$ cat config.mk
export PLATFORM = sky130hd
export DESIGN_NAME = dtc_vote_window
export DESIGN_NICKNAME = d
export VERILOG_FILES = /design/src/rtl/dtc_vote_window.sv
export SDC_FILE = /design/constraint.sdc
export NUM_CORES = 1
export LEC_CHECK = 0
export BUFFER_PORTS_ARGS = -buffer_cell sky130_fd_sc_hd__buf_4
export CAP_MARGIN = 0
export CORE_MARGIN = 1
export CORE_UTILIZATION = 25
export CTS_CLUSTER_SIZE = 10
export DETAILED_ROUTE_END_ITERATION = 6
export PLACE_DENSITY = 0.49
export SLEW_MARGIN = 40
export SYNTH_ARGS = -nofsm -noshare
export SYNTH_HDL_FRONTEND = slang
export SYNTH_SLANG_ARGS = --single-unit
$ cat constraint.sdc
create_clock -name clk -period 3.4 [get_ports clk]
set_input_delay 0.68 -clock clk [delete_from_list [all_inputs] [get_ports clk]]
set_output_delay 0.68 -clock clk [all_outputs]
set_load 0.02 [all_outputs]
$ cat src/rtl/dtc_vote_window.sv
// dtc_vote_window
// Majority-vote smoother for the 1-bit decision-tree classifiers. Keeps the
// last WINDOW decisions in a shift register together with a running count
// of ones. A two-threshold hysteresis turns that count into a stable class,
// and each result is presented on a single-entry valid/ready output register.
// Nothing is emitted until the window has been completely filled once.

module dtc_vote_window #(
    parameter int WINDOW    = 8,
    parameter int THRESH_HI = 5,
    parameter int THRESH_LO = 3,
    parameter int CW        = $clog2(WINDOW + 1)
) (
    input  logic          clk,
    input  logic          rst_n,
    input  logic          in_valid,
    output logic          in_ready,
    input  logic          in_class,
    input  logic          flush,
    output logic          out_valid,
    input  logic          out_ready,
    output logic          out_class,
    output logic [CW-1:0] out_count,
    output logic          out_full
);

    // FILL: window not yet populated. RUN: every accept evicts the oldest sample.
    localparam logic [0:0] ST_FILL = 1'b0;
    localparam logic [0:0] ST_RUN  = 1'b1;

    // Thresholds are cast once so that every comparison is done in CW bits.
    localparam logic [CW-1:0] WIN_C  = CW'(WINDOW);
    localparam logic [CW-1:0] HI_C   = CW'(THRESH_HI);
    localparam logic [CW-1:0] LO_C   = CW'(THRESH_LO);
    localparam logic [CW-1:0] LAST_C = CW'(WINDOW - 1);

    // State registers and their next-state values.
    logic [WINDOW-1:0] hist_q, hist_d;
    logic [CW-1:0]     count_q, count_d;
    logic [CW-1:0]     fill_q, fill_d;
    logic [0:0]        state_q, state_d;
    logic              class_q, class_d;
    logic              out_valid_q, out_valid_d;
    logic              out_class_q, out_class_d;
    logic [CW-1:0]     out_count_q, out_count_d;
    logic              out_full_q, out_full_d;

    // Datapath helpers.
    logic [WINDOW-1:0] hist_shift;
    logic [CW-1:0]     in_ext;
    logic [CW-1:0]     evict_ext;
    logic [CW-1:0]     new_count;
    logic              new_class;
    logic              accept;
    logic              last_fill;
    logic              evaluate;

    // History shifted by one place with the incoming decision at index 0.
    assign hist_shift[0] = in_class;
    generate
        for (genvar gi = 1; gi < WINDOW; gi++) begin : g_shift
            assign hist_shift[gi] = hist_q[gi-1];
        end
    endgenerate

    // A new sample is accepted whenever the output slot is free or being
    // drained this cycle; flush blocks the input for its whole duration.
    assign in_ready  = !flush && (!out_valid_q || out_ready);
    assign accept    = in_valid && in_ready;

    assign in_ext    = {{(CW-1){1'b0}}, in_class};
    assign evict_ext = {{(CW-1){1'b0}}, hist_q[WINDOW-1]};

    // While filling, the evicted position still holds its reset zero, but the
    // eviction term is only applied in RUN so the intent stays explicit.
    // Modulo CW arithmetic is fine: the final result is always 0..WINDOW.
    assign new_count = (state_q == ST_RUN) ? (count_q + in_ext - evict_ext)
                                           : (count_q + in_ext);

    // The accept that completes the window is the first one to produce output.
    assign last_fill = (state_q == ST_FILL) && (fill_q == LAST_C);
    assign evaluate  = accept && ((state_q == ST_RUN) || last_fill);

    // Hysteresis: set at or above HI, clear at or below LO, hold in between.
    always_comb begin
        new_class = class_q;
        if (new_count >= HI_C) begin
            new_class = 1'b1;
        end else if (new_count <= LO_C) begin
            new_class = 1'b0;
        end
    end

    // Next-state logic: flush wins over everything, then drain and load.
    always_comb begin
        hist_d      = hist_q;
        count_d     = count_q;
        fill_d      = fill_q;
        state_d     = state_q;
        class_d     = class_q;
        out_valid_d = out_valid_q;
        out_class_d = out_class_q;
        out_count_d = out_count_q;
        out_full_d  = out_full_q;

        if (flush) begin
            hist_d      = '0;
            count_d     = '0;
            fill_d      = '0;
            state_d     = ST_FILL;
            class_d     = 1'b0;
            out_valid_d = 1'b0;
            out_class_d = 1'b0;
            out_count_d = '0;
            out_full_d  = 1'b0;
        end else begin
            // Consumer takes the held result; a load below overrides this.
            if (out_ready) begin
                out_valid_d = 1'b0;
            end

            if (accept) begin
                hist_d  = hist_shift;
                count_d = new_count;

                if (state_q == ST_FILL) begin
                    fill_d = fill_q + 1'b1;
                    if (last_fill) begin
                        state_d    = ST_RUN;
                        out_full_d = 1'b1;
                    end
                end
            end

            if (evaluate) begin
                class_d     = new_class;
                out_class_d = new_class;
                out_count_d = new_count;
                out_valid_d = 1'b1;
            end
        end
    end

    // State registers with asynchronous active-low clear.
    always_ff @(posedge clk or negedge rst_n) begin
        if (!rst_n) begin
            hist_q      <= '0;
            count_q     <= '0;
            fill_q      <= '0;
            state_q     <= ST_FILL;
            class_q     <= 1'b0;
            out_valid_q <= 1'b0;
            out_class_q <= 1'b0;
            out_count_q <= '0;
            out_full_q  <= 1'b0;
        end else begin
            hist_q      <= hist_d;
            count_q     <= count_d;
            fill_q      <= fill_d;
            state_q     <= state_d;
            class_q     <= class_d;
            out_valid_q <= out_valid_d;
            out_class_q <= out_class_d;
            out_count_q <= out_count_d;
            out_full_q  <= out_full_d;
        end
    end

    assign out_valid = out_valid_q;
    assign out_class = out_class_q;
    assign out_count = out_count_q;
    assign out_full  = out_full_q;

`ifndef SYNTHESIS
    // The running count must never leave 0..WINDOW and must always equal the
    // number of ones actually held in the history.
    a_count_range : assert property (@(posedge clk) disable iff (!rst_n)
        count_q <= WIN_C);
    a_count_pop : assert property (@(posedge clk) disable iff (!rst_n)
        count_q == CW'($countones(hist_q)));
    // The fill counter never runs past the window while filling.
    a_fill_range : assert property (@(posedge clk) disable iff (!rst_n)
        (state_q == ST_FILL) |-> (fill_q < WIN_C));
    // A held result must not change while the consumer stalls.
    a_hold : assert property (@(posedge clk) disable iff (!rst_n)
        (out_valid_q && !out_ready && !flush) |=>
            ($stable(out_count_q) && $stable(out_class_q) && out_valid_q));
`endif

endmodule

# Yosys cells after proc, flatten, opt, wreduce, memory -nomap -nowiden
# Cells that the tools add are included.
[totals]
n_memories = 0
wordCells = 57
latchBits = 0
romBits = 0
ram_bits = 0
inputBits = 6
register_bits = 24
[classes]
eq_ne = 3
order_cmp = 2
add_sub_neg = 3
n_div = 0
shifts = 0
n_mul = 0
n_mux = 25
reduce_logical = 15
bitwise_logic = 1
[ops]
columns = ["op", "count"]
rows = [
  ["two-way mux 4 bit", 8],
  ["two-way mux 8 bit", 2],
  ["two-way mux 1 bit", 15],
  ["nonzero test 2 bit", 3],
  ["adder 4 x 1 -> 4 bit", 1],
  ["adder 4 x 1 -> 4 bit (second input constant)", 1],
  ["equality test 4 x 3 -> 1 bit (second input constant)", 1],
  ["greater-or-equal comparator 4 x 3 -> 1 bit (second input constant)", 1],
  ["<= comparator 4 x 2 -> 1 bit (second input constant)", 1],
  ["logical AND 1 bit", 4],
  ["inequality test 4 x 2 -> 1 bit (second input constant)", 1],
  ["AND reduction 2 bit", 2],
  ["subtractor 4 x 1 -> 4 bit", 1],
  ["AND reduction 3 bit", 1],
  ["nonzero test 3 bit", 1],
  ["zero test 1 bit", 2],
  ["logical OR 1 bit", 2],
  ["inequality test 2 bit (second input constant)", 1],
  ["inverter 1 bit", 1],
]

# Longest topological paths before layout
[logic_depth]
depth_word = 8
ltp_mapped = 8

# Least setup slack after synthesis
# Ideal clock, no wire load.
[synth_path]
path_type = "input-to-reg"
from = "in in_class"
to = "reg count_q[3]"
n_path_buf = 0
setup_ps = 78
setup_slack_ps = 1135
t_required_ps = 3322
arrival_time_ps = 2187
stages = 7
path_cell_list = "ha_1 > ha_1 > nand3b_4 > a211o_1 > o311a_2 > or3_1 > a21oi_1"
[synth_between]
elab_chain_cells = 5
[synth_lines]
columns = ["item", "line", "text"]
rows = [
  ["start: declaration", "18", "input logic in_class,"],
  ["adder 4 x 1 -> 4 bit (*)", "77, 78", ""],
  ["subtractor 4 x 1 -> 4 bit", "77", "assign new_count = (state_q == ST_RUN) ? (count_q + in_ext - evict_ext)"],
  ["two-way mux 4 bit (*)", "77", ""],
  ["two-way mux 4 bit (*)", "122", "if (accept) begin"],
  ["two-way mux 4 bit (*)", "106", "if (flush) begin"],
  ["end signal: assignment", "158", "count_q <= count_d;"],
  ["end: declaration", "39", "logic [CW-1:0] count_q, count_d;"],
]
# Mark *: on every way between the ends. The rest lies on a longest branch, timed or not. The select of a mux whose other input is x is not followed.
# A chain may end at the register's enable or synchronous reset.

# Final worst setup path
# Ends and elaborated chain as after synthesis.

==> impl_results.md <==
* Slew headroom at 66.5%
* Met1 wire length at approximately 1.1 mm
* Core area at around 4500 um2
* Post-CTS setup buffers at 0
* Die height at ~71 um
* Number of buffers created by CTS at 3
* Final ANT Viol Nets at 0
* Largest net degree at the start of global routing at 28
* Share of layout cells above drive strength 1 at between 15 and 20%
* Total GRT Usage at about 11%
* Ports at 14
* Crit path time final at 2.21 ns
* Final WL at around 2.4 mm
* Vias in the first global route at between 900 and 1,000
* Max Fclk at about 450 MHz
* Crit path top cell by count: ha_1
* Detailed-route vias per instance at roughly 4.7
* Synth Register Bits at 24
* YS warnings at 0
* H-tree depth at 1
* Area Overhead vs Synth at 15.1%
* Power Density at just under 400 nW/um2
* Final hold viol count at 0
* Cell leakage power at roughly 0.00067 uW
* Nets at 150
* Post-CTS Hold Buffers at 0
* Critical Path RT at between 3 and 4 ns
* Library cells used by synthesis at 33
* DR WL met3 at between 60 and 70 um
* Slowest cell on the critical path: ha_1
* Placed cell area at 1330 um2
* Syn Nets at roughly 140
* Drt wl/cell at 12.9 um
* Cell area after synthesis at about 1200 um2
* Int Power at a little over 400 uW
* Combinational share of power at approximately 9%
* DRC viols at 1
* Placed Cells at between 150 and 200
* Clock sink total at 24
* Final core occ at approximately 30%
* Die area at just over 5000 um2
* Worst-path clk slew at approximately 0.08 ns
* Clock Tree Buf Depth at 2
* Setup_tns at 0 ns
* Worst-path fanout max at 4
* Later-pin clock latency in the skew report at 0.27 ns
* Sw Ratio at 23.4%
* P_sw at ~130 uW
* Slew @ Worst Pin at between 0.5 and 0.6 ns
* Initial Utilization at between 20% and 30%
* GPL Wtd Cong at 0.758
* Final cell count without fillers at between 150 and 200
* Max Slew Vio Count at 0
* Sequential share of the synthesized area at roughly half
* Max Cap Viol at 0
* Critical path startpoint category: input pin
* Seq pwr share at around 55%
* Unrepaired setup endpoints after global routing: false
* Cts repair resizes at 0
* DRT iter0 DRCs at 34
* Max incr delay on CP at 0.32 ns
* Outcome: finished with violations
* First-pass GRT wire length at between 4 and 5 mm
* CTS tree: done
* Final setup fails at 0
* Die Wd at 71.3 um
* Total grt overflow at 0
* Arrival @ worst endpoint at 2.41 ns
* Synth Instances at 127
* Clock root buffer: clkbuf_8
* Initial antenna violation count at 0
* Row count at 24
* Tot Pwr at approximately 540 uW
* Ant. Diodes at 0
* Clock share of power at between 30 and 40%
* IO buf count at 13
* Peak supply drop at around 0.10 mV
* Router iterations before antenna repair at 5
* WL met2 at roughly 1.2 mm
* Violated checks: DRC
* Skew final at ~0.0024 ns
* Crit path capture type: flip-flop
* Min-Delay Path Class: in2async
* Top sig layer: met4
* Post-Syn Area per Cell at ~9.5 um2
* CP cell instances: buf_4 -> ha_1 -> ha_1 -> nand3b_4 -> a211o_1 -> o311a_2 -> or3_1 -> a21oi_1
* Post-DP HPWL at 1.70 mm
* WS Path Type: in2reg
* Fin area at between 1000 and 1500 um2
* Final period util at between 60% and 70%
* Detailed-route via count at around 890
[kinds of logic (layout without fill, tap and decap cells)]
kind of cell / count (synthesis) / after routing / share of synthesized area [%]
muxes: 5 / 5 / 4.27
and+or+nand+nor: 50 / 50 / 18.9
xor gates and xnor gates: 5 / 5 / 3.65
DFF: 24 / 24 / 50.0
AOI/OAI and AO/OA: 26 / 26 / 12.8
buffers and inverters: 12 / 23 / 5.21
adders and majority gates: 5 / 5 / 5.21
[synth_stat cells (all sizes together)]
cell | count | share of area [%]
clkbuf | 2 | 0.63
o21ai | 1 | 0.42
o2111ai | 1 | 0.73
o211ai | 1 | 0.63
nor3 | 2 | 0.83
and2 | 1 | 0.52
nor2b | 1 | 0.52
o311a | 1 | 0.94
dfrtp | 24 | 50
ha | 5 | 5.2
a211oi | 1 | 0.63
dlygate4sd1 | 1 | 0.73
o22ai | 1 | 0.52
or3 | 1 | 0.52
inv | 5 | 1.6
nand2b | 1 | 0.52
mux2i | 4 | 3.3
xnor2 | 3 | 2.2
nand3b | 1 | 1.7
xor2 | 2 | 1.5
buf | 4 | 2.3
a311oi | 1 | 0.73
nand2 | 24 | 7.5
nand3 | 2 | 0.83
a21oi | 18 | 7.5
mux2 | 1 | 0.94
nor2 | 15 | 4.7
and3b | 1 | 0.73
or2 | 1 | 0.52
a211o | 1 | 0.73
[through the flow]
stage	setup slack (ns)	hold WS, ns
CTS	1.19	0.307
global placement	0.974	0.484
global route	1.12	0.322
floorplan	1.13	0.384
detailed placement	0.915	0.514
finish	1.19	0.300
[power groups by stage]
| stage | Combinational [uW] | Sequential [uW] | Clock, uW |
|---|---|---|---|
| 2_1_floorplan | 32.0 | 298 | 0 |
| 3_3_place_gp | 48.4 | 299 | 0 |
| 3_5_place_dp | 49.1 | 299 | 0 |
| 4_1_cts | 48.9 | 293 | 203 |
| 5_1_grt | 55.4 | 294 | 212 |
| 6_report | 47.9 | 293 | 195 |
[flip-flops by register name, summed over array words and instances, names as in the netlist]
| name | count |
|---|---|
| fill_q | 4 |
| out_count | 4 |
| count_q | 4 |
| out_valid | 1 |
| out_full | 1 |
| hist_q | 8 |
| out_class | 1 |
| state_q | 1 |
[per-layer routing]
layer / track usage, % / up-vias
met5: 0 / -
met4: 5.33 / 0
met3: 2.11 / 4
met2: 18.6 / 10
met1: 13.2 / 427
li1: - / 451
[final timing paths]
kind                       startpoint         end  slack [ns]  cells after the start
max reg2reg                count_q[0]  count_q[3]        1.34                      7
min in group clk            hist_q[2]   hist_q[3]        0.52                      2
min                             rst_n  count_q[2]        0.30                      1
max in group asynchronous       rst_n   hist_q[2]        2.86                      1
max                          in_class  count_q[3]        1.19                      8
min reg2reg                 hist_q[2]   hist_q[3]        0.52                      2
[critical path: cells and delay by family]
kind | cells | cell delay (ns)
simple gates | 2 | 0.48
buf+inv | 1 | 0.12
compound gates | 3 | 0.58
fa+ha+maj | 2 | 0.54
[cell usage in the layout (no fill, tap or decap), types with 2 or more instances in the layout]
cell type	count
nand2_1	24
dfrtp_1	24
a21oi_1	18
inv_1	5
nand3_1	2
nor3_1	2
xnor2_1	3
mux2i_1	4
ha_1	5
xor2_1	2
clkbuf_8	4
buf_4	14
nor2_1	15
[final cells by class]
cell class	instances	area [um2]
fillers	468	3090
multi-input cells	91	538
clock buffers	4	55.1
flip-flops and latches	24	601
repair buffers	14	105
well taps	52	65.1
inverters	5	18.8
(Power assumes the default switching activity.)
